<file path="src/rtl/ram_master.sv">
// Initiator-side access engine for a single-port synchronous RAM with one-cycle read latency.
// Turns single/burst read and write requests into RAM we/re/addr/data sequences.
module ram_master #(
  parameter int unsigned WIDTH = 8,
  parameter int unsigned DEPTH = 256,
  parameter int unsigned LEN_W = 4,
  localparam int unsigned AW = $clog2(DEPTH)
) (
  input  logic             clk,
  input  logic             rst,
  // request channel
  input  logic             req_valid,
  output logic             req_ready,
  input  logic             req_write,
  input  logic [AW-1:0]    req_addr,
  input  logic [LEN_W-1:0] req_len,
  // write data channel
  input  logic             wr_valid,
  input  logic [WIDTH-1:0] wr_data,
  output logic             wr_ready,
  // read response channel
  output logic             rd_valid,
  output logic [WIDTH-1:0] rd_data,
  output logic             rd_last,
  input  logic             rd_ready,
  output logic             busy,
  // RAM pins
  output logic             ram_we,
  output logic             ram_re,
  output logic [AW-1:0]    ram_addr,
  output logic [WIDTH-1:0] ram_wdata,
  input  logic [WIDTH-1:0] ram_rdata
);

  typedef enum logic [2:0] {
    StIdle,
    StWrite,
    StRdIssue,
    StRdWait,
    StRdResp
  } state_e;

  state_e           r_state;
  state_e           w_state_d;
  logic [AW-1:0]    r_addr;
  logic [LEN_W-1:0] r_len;
  logic [LEN_W-1:0] r_cnt;
  logic [WIDTH-1:0] r_rd_data;
  logic             r_rd_valid;
  logic             r_rd_last;
  logic [AW-1:0]    w_addr_inc;
  logic             w_cnt_last;

  // Explicit wrap keeps modulo-DEPTH behaviour for non-power-of-two depths.
  assign w_addr_inc = (r_addr == AW'(DEPTH - 1)) ? '0 : r_addr + 1'b1;
  assign w_cnt_last = (r_cnt == r_len);

  always_ff @(posedge clk or posedge rst) begin
    if (rst) begin
      r_state <= StIdle;
    end else begin
      r_state <= w_state_d;
    end
  end

  always_comb begin
    w_state_d = r_state;
    req_ready = 1'b0;
    wr_ready  = 1'b0;
    busy      = 1'b1;
    ram_we    = 1'b0;
    ram_re    = 1'b0;
    ram_addr  = '0;
    ram_wdata = '0;
    unique case (r_state)
      StIdle: begin
        busy      = 1'b0;
        req_ready = 1'b1;
        if (req_valid) begin
          w_state_d = req_write ? StWrite : StRdIssue;
        end
      end
      StWrite: begin
        wr_ready  = 1'b1;
        ram_we    = wr_valid;
        ram_addr  = r_addr;
        ram_wdata = wr_data;
        if (wr_valid && w_cnt_last) begin
          w_state_d = StIdle;
        end
      end
      StRdIssue: begin
        ram_re    = 1'b1;
        ram_addr  = r_addr;
        w_state_d = StRdWait;
      end
      StRdWait: begin
        w_state_d = StRdResp;
      end
      StRdResp: begin
        if (rd_ready) begin
          w_state_d = r_rd_last ? StIdle : StRdIssue;
        end
      end
      default: begin
        w_state_d = StIdle;
      end
    endcase
  end

  always_ff @(posedge clk or posedge rst) begin
    if (rst) begin
      r_addr     <= '0;
      r_len      <= '0;
      r_cnt      <= '0;
      r_rd_data  <= '0;
      r_rd_valid <= 1'b0;
      r_rd_last  <= 1'b0;
    end else begin
      case (r_state)
        StIdle: begin
          if (req_valid) begin
            r_addr <= req_addr;
            r_len  <= req_len;
            r_cnt  <= '0;
          end
        end
        StWrite: begin
          if (wr_valid) begin
            r_addr <= w_addr_inc;
            r_cnt  <= r_cnt + 1'b1;
          end
        end
        StRdWait: begin
          // Only cycle where ram_rdata is guaranteed driven by the RAM.
          r_rd_data  <= ram_rdata;
          r_rd_valid <= 1'b1;
          r_rd_last  <= w_cnt_last;
        end
        StRdResp: begin
          if (rd_ready) begin
            r_rd_valid <= 1'b0;
            r_rd_last  <= 1'b0;
            if (!r_rd_last) begin
              r_addr <= w_addr_inc;
              r_cnt  <= r_cnt + 1'b1;
            end
          end
        end
        default: begin
        end
      endcase
    end
  end

  assign rd_valid = r_rd_valid;
  assign rd_data  = r_rd_data;
  assign rd_last  = r_rd_last;

endmodule
</file>
<file path="config.mk">
export PLATFORM = sky130hd
export DESIGN_NAME = ram_master
export DESIGN_NICKNAME = d
export VERILOG_FILES = /design/src/rtl/ram_master.sv
export SDC_FILE = /design/constraint.sdc
export NUM_CORES = 1
export LEC_CHECK = 0
export CAP_MARGIN = 20
export CORE_MARGIN = 3
export CORE_UTILIZATION = 41
export CTS_BUF_LIST = sky130_fd_sc_hd__clkbuf_4 sky130_fd_sc_hd__clkbuf_8
export DETAILED_ROUTE_END_ITERATION = 16
export GPL_ROUTABILITY_DRIVEN = 0
export PLACE_DENSITY = 0.79
export SYNTH_ARGS = -nofsm -noshare
export SYNTH_HDL_FRONTEND = slang
export SYNTH_SLANG_ARGS = --single-unit
</file>
<file path="constraint.sdc">
create_clock -name clk -period 1.6 [get_ports clk]
set_input_delay 0.32 -clock clk [delete_from_list [all_inputs] [get_ports clk]]
set_output_delay 0.32 -clock clk [all_outputs]
set_load 0.005 [all_outputs]
</file>
==> impl_metrics.env <==
export IMPL_status="finished, violations left"
export IMPL_failing_checks="setup timing"
export IMPL_final_instance_count_without_filler_cells=330
export IMPL_io_pins=65
export IMPL_tritoncts="built"
export IMPL_antennaDiodeCount=0
export IMPL_comb_power_share_pct=71.7
export IMPL_grt_max_degree=14
export IMPL_design_area_mm2=0.00305
export IMPL_detailedPlace_worstSlack_ns=-0.462
export IMPL_crit_type="flop to flop"
export IMPL_clk_root_buffer_cell="sky130_fd_sc_hd__clkbuf_8"
export IMPL_final_period_utilization_pct=116
export IMPL_setup_violations_final=35
export IMPL_synth_seq_cells=29
export IMPL_clock_share_of_power_pct=8.8
export IMPL_detail_route_vias_per_cell=5.59
export IMPL_clock_skew_after_layout_ns=0.00607
export IMPL_seq_area_um2=728
export IMPL_dp_cells=303
export IMPL_place_detailed_hpwl_um=3420
export IMPL_die_h_um=70.0
export IMPL_syn_avg_cell_area_um2=9.77
export IMPL_fin_nets=317
export IMPL_cts_hold_fix_buffers=0
export IMPL_cts_sink_count=29
export IMPL_track_usage_pct=23.2
export IMPL_detailedRoute_firstPassIterationCount=4
export IMPL_yosysUniqueCellTypes=46
export IMPL_cts_buffers=5
export IMPL_finalMaxSlewViolations=0
export IMPL_layout_drive_gt1_share_pct=45.4
export IMPL_finalCoreUtilization_pct=80.3
export IMPL_fmax_mhz=541
export IMPL_routed_wl_um=5970
export IMPL_layout_filler_cells=223
export IMPL_power_density_mw_per_mm2=2460
export IMPL_max_slew_worst_pin_slew_ns=0.365
export IMPL_finalPower_mw=7.51
export IMPL_routed_len_inst_um=18.1
export IMPL_floorplan_initialDensity_pct=44.2
export IMPL_maxCapViolations=0
export IMPL_number_of_global_route_vias_before_repair=1815
export IMPL_timing_setup_tns_ns=-5.35
export IMPL_grt_setup_unrepaired="true"
export IMPL_clkTransAtPathRegs_ns=0.06
export IMPL_vdd_ir_drop_max_mv=1.23
export IMPL_area_growth_synth_to_final_pct=81.5
export IMPL_power_share_sequential_pct=19.5
export IMPL_vias=1845
export IMPL_timing_final_crit_period_ns=1.85
export IMPL_final_hold_viol_count=0
export IMPL_ant_nets=0
export IMPL_drt_initial_drc_count=155
export IMPL_dominantRegCellSynth="sky130_fd_sc_hd__dfrtp_1"
export IMPL_syn_cell_area_mm2=0.00168
export IMPL_die_w_um=70.0
export IMPL_synth_edf_count=0
export IMPL_worst_endpoint_arrival_ns=2.02
export IMPL_multi_input_area_mm2=0.00110
export IMPL_syn_nets=208
export IMPL_dpl_instance_area_mm2=0.00257
export IMPL_timing_critical_path_to_type="flop"
export IMPL_std_cell_core_area_mm2=0.00380
export IMPL_sw_frac_of_total_pct=39.3
export IMPL_cts_h_tree_depth=2
export IMPL_timing_slew_headroom_pct=75.0
export IMPL_insertion_delay_ns=0.29
export IMPL_worst_slack_ns=-0.250
export IMPL_row_count=22
export IMPL_netSwitchingPower_mw=2.95
export IMPL_int_power_mw=4.56
export IMPL_synthesis_yosys_warnings=0
export IMPL_worst_hold_slack_ns=0.266
export IMPL_mapped_cells=172
export IMPL_first_pass_grt_wire_length_um=8940
export IMPL_crit_path_start_kind="flop"
export IMPL_port_buffer_count=64
export IMPL_static_leakage_power_nw=1.38
export IMPL_grt_antenna_before_repair=0
export IMPL_clk_path_buf_depth=2
export IMPL_asyncSetResetFlopFracSynth_pct=100
export IMPL_die_area_mm2=0.00490
export IMPL_cp_data_required_time_ns=1.77
export IMPL_grt_ovfl_total=0
export IMPL_drc=0
export IMPL_timing_critical_path_fanout_max=8
export IMPL_synth_yosys_seq_area_share_pct=43.2
export IMPL_worst_hold_path_type="primary input to async pin"
[path summary, 6_finish.rpt]
| kind | startpoint | to | slack, ns | depth (start not counted) |
|---|---|---|---|---|
| max | r_state[0] | r_cnt[3] | -0.25 | 6 |
| min | rst | rd_data[0] | 0.27 | 2 |
| max reg2reg | r_state[0] | r_cnt[3] | -0.25 | 6 |
| min reg2reg | rd_data[5] | rd_data[5] | 0.51 | 1 |
| max in group asynchronous | rst | r_state[2] | 0.89 | 3 |
| min in group clk | rd_data[5] | rd_data[5] | 0.51 | 1 |
[critical path: stages, from the launching register on]
cell and delay [ns]:
sky130_fd_sc_hd__dfrtp_2 0.46, sky130_fd_sc_hd__buf_6 0.14, sky130_fd_sc_hd__mux2_4 0.31, sky130_fd_sc_hd__mux2i_4 0.28, sky130_fd_sc_hd__buf_6 0.19, sky130_fd_sc_hd__nor2_1 0.08
sky130_fd_sc_hd__a32o_2 0.26
[routing by layer]
layer / global-route usage, % / share of wire, % / routed length, um
met3: 5.90 / 5.5 / 331
met1: 28.0 / 39 / 2330
met4: 8.72 / 4.6 / 272
met2: 39.6 / 51 / 3030
met5: 0 / 0 / 0
[cells in the mapped netlist (all sizes together), types with 4 or more instances]
cell    instances  area, um2
a211oi          5       37.5
nor3            4       25.0
xor2            4       35.0
o31ai           4       30.0
dfrtp          29        726
nor2           12       47.6
a21oi           5       25.0
mux2           13        146
o21ai          10       50.1
nand3           5       25.0
and2            9       56.3
clkbuf          6       22.5
nor2b           5       31.3
buf             5       25.0
nand2           6       22.5
inv             7       26.3
[power groups by stage]
| stage | registers (mW) | logic, mW | clock network (mW) |
|---|---|---|---|
| 2_1_floorplan | 1.37 | 1.93 | 0 |
| 3_3_place_gp | 1.38 | 3.75 | 0 |
| 3_5_place_dp | 1.39 | 3.81 | 0 |
| 4_1_cts | 1.40 | 4.82 | 0.676 |
| 5_1_grt | 1.51 | 5.74 | 0.713 |
| 6_report | 1.46 | 5.38 | 0.661 |
[layout make-up]
class	instances	area share, %
repair buffers	113	33.7
multi-input cells	125	36.2
flip-flops and latches	29	23.9
clock inverters	1	0.164
clock buffers	7	3.16
inverters	7	0.943
well taps	48	1.97
[placed cells by master (no fill, tap or decap), drive strengths merged, types with 2 or more instances in the layout]
cell type	instances
or2	2
nand3	5
a211oi	5
and3	2
dlygate4sd2	2
xor2	4
nor3b	2
mux2i	3
clkdlybuf4s50	42
nor3	4
inv	7
and2	9
nand2b	3
a21o	2
a211o	2
mux2	13
nand2	6
o31ai	4
buf	67
nor4	3
dfrtp	29
nor2b	5
a2bb2oi	2
nor2	12
o22ai	3
ha	2
a21oi	5
clkbuf	8
o21ai	10
a22oi	2
[sequential cells by signal (all words and copies together) (netlist names)]
signal and cells:
rd_data 8, r_state 3, r_cnt 4, r_len 4, rd_last 1, rd_valid 1
r_addr 8
[kinds of logic after synthesis]
group,count (synthesis),synth area share [%]
AND/OR/NAND/NOR,57,19.0
AO/OA/AOI/OAI,45,18.8
flip-flops,29,43.2
buffers and inverters,18,4.39
multiplexers,16,10.5
XOR/XNOR,5,2.61
adder cells (fa/ha/maj),2,1.49
[timing repair]
item                                    in CTS  in global routing
gates cloned                                 2                  0
resized for setup                          132                 31
endpoints found under the setup margin      37                 47
endpoints found under the hold margin        0                  0
pin swaps                                   20                  6
buffers inserted                            18                  6
(Power assumes the default switching activity.)
==> RTL change (same flow settings) <==
`LEN_W`: 4 -> 16.
--- a/src/rtl/ram_master.sv
+++ b/src/rtl/ram_master.sv
@@ -3,7 +3,7 @@
 module ram_master #(
   parameter int unsigned WIDTH = 8,
   parameter int unsigned DEPTH = 256,
-  parameter int unsigned LEN_W = 4,
+  parameter int unsigned LEN_W = 16,
   localparam int unsigned AW = $clog2(DEPTH)
 ) (
   input  logic             clk,
Ports: changed (resized req_len); port bits go from 65 to 77. No check against the original RTL was run, so the function may have changed too.
==> RTL change against the original RTL <==
The run still ends with negative setup slack left. Power rose by 13%. Worst hold slack gained 0.15 ns. Wire length grew 67%. Core utilization is 8.7 points lower. Worst setup slack got worse by 0.019 ns. Final area grew 63%. Cell count grew 68%. Sequential cell count increased by 24. Area after synthesis increased by 78%. Largest cell class unchanged.
==> RTL change: results <==
{
  "status": "finished, violations left",
  "syn_to_final_growth_pct": 65.85,
  "post_cts_buffers": 15,
  "m1WireLength_um": 3963,
  "reg2reg_depth": 7,
  "grt_usage_pct": 20.25,
  "wl_met2_um": 5231,
  "cpMaxStageDelayCell": "or4_4",
  "crit_start": "r_state[0]",
  "relSlewSlack_pct": 75.85,
  "antenna_cells": 0,
  "synth_adder_area_share_pct": 0.8351,
  "grt_pass1_wl_um": 13900,
  "first_global_vias": 2916,
  "grt_max_degree": 54,
  "wl_per_cell_um": 17.99,
  "met2_usage_pct": 34.02,
  "path_clk_slew_ns": 0.09,
  "dp.cells": 516,
  "leakage_nw": 2.207,
  "wl_met3_um": 576,
  "synth_mux_area_share_pct": 8.100,
  "grt.met3_usage_pct": 4.474,
  "violations": "negative setup slack",
  "yosysUniqueCellTypes": 50,
  "drtIter0Drc": 320,
  "layout-drive-gt1-share_pct": 36.54,
  "hold_class": "in2async",
  "cp_slowest_stage_delay_ns": 0.47,
  "path_max_fanout": 6,
  "skew_ns": 0.005347,
  "final_nets": 505,
  "htreeDepth": 2,
  "yosysSeqAreaShare_pct": 44.26,
  "ys_top_cells_by_count": "nand2_1, dfrtp_1, xor2_1",
  "synth_compound_area_share_pct": 10.73,
  "cts_resized": 146,
  "path_delay_family": "buffers and inverters",
  "viasPerCell": 5.510,
  "nFillCells": 416,
  "synth_nets": 375,
  "tns_ns": -7.737,
  "drt_pass1_iterations": 6,
  "io_buffers": 76,
  "placed_area_um2": 4131,
  "use_met1_pct": 25.71,
  "synth.top_cells.by_area": "dfrtp_1, nand2_1, xor2_1",
  "fin_ws_ns": -0.2689,
  "netlist_instances": 327,
  "finalSetupViolCount": 46,
  "peakVddDrop_uv": 726.7,
  "synth-xor-area-share_pct": 5.219,
  "dr_total_vias": 3047,
  "pre_cts_slack_ns": -0.5389,
  "arrival_ns": 2.10,
  "cts_buffers": 5,
  "dp_hpwl_um": 5351,
  "cts_buffer_depth": 2,
  "clk_latency_ns": 0.31
}
-- RTL change: where the power goes --
| part | leakage [nW] | internal (mW) | switching [mW] | total, mW |
|---|---|---|---|---|
| clock | 0.0540 | 0.456 | 0.445 | 0.901 |
| combinational | 1.49 | 2.85 | 2.27 | 5.12 |
| sequential | 0.662 | 1.88 | 0.578 | 2.46 |
-- RTL change: worst min-delay path by stage --
stage / start / end / slack [ns] / cells after the start
4_1_cts: rst / r_len[3] / 0.44 / 3
5_1_grt: rst / r_len[3] / 0.46 / 3
6_report: rst / r_len[14] / 0.41 / 3
3_3_place_gp: rd_valid / rd_valid / 0.47 / 2
2_1_floorplan: rst / r_addr[0] / 0.38 / 1
3_5_place_dp: rd_valid / rd_valid / 0.47 / 2
-- RTL change: final cells by class --
type	count	share of cell area, %
multi-input combinational	252	39.90
timing repair buffer	139	28.30
sequential	53	26.71
tap	96	2.417
clock buffer	5	1.385
clock inverter	2	0.7049
inverter	6	0.5791
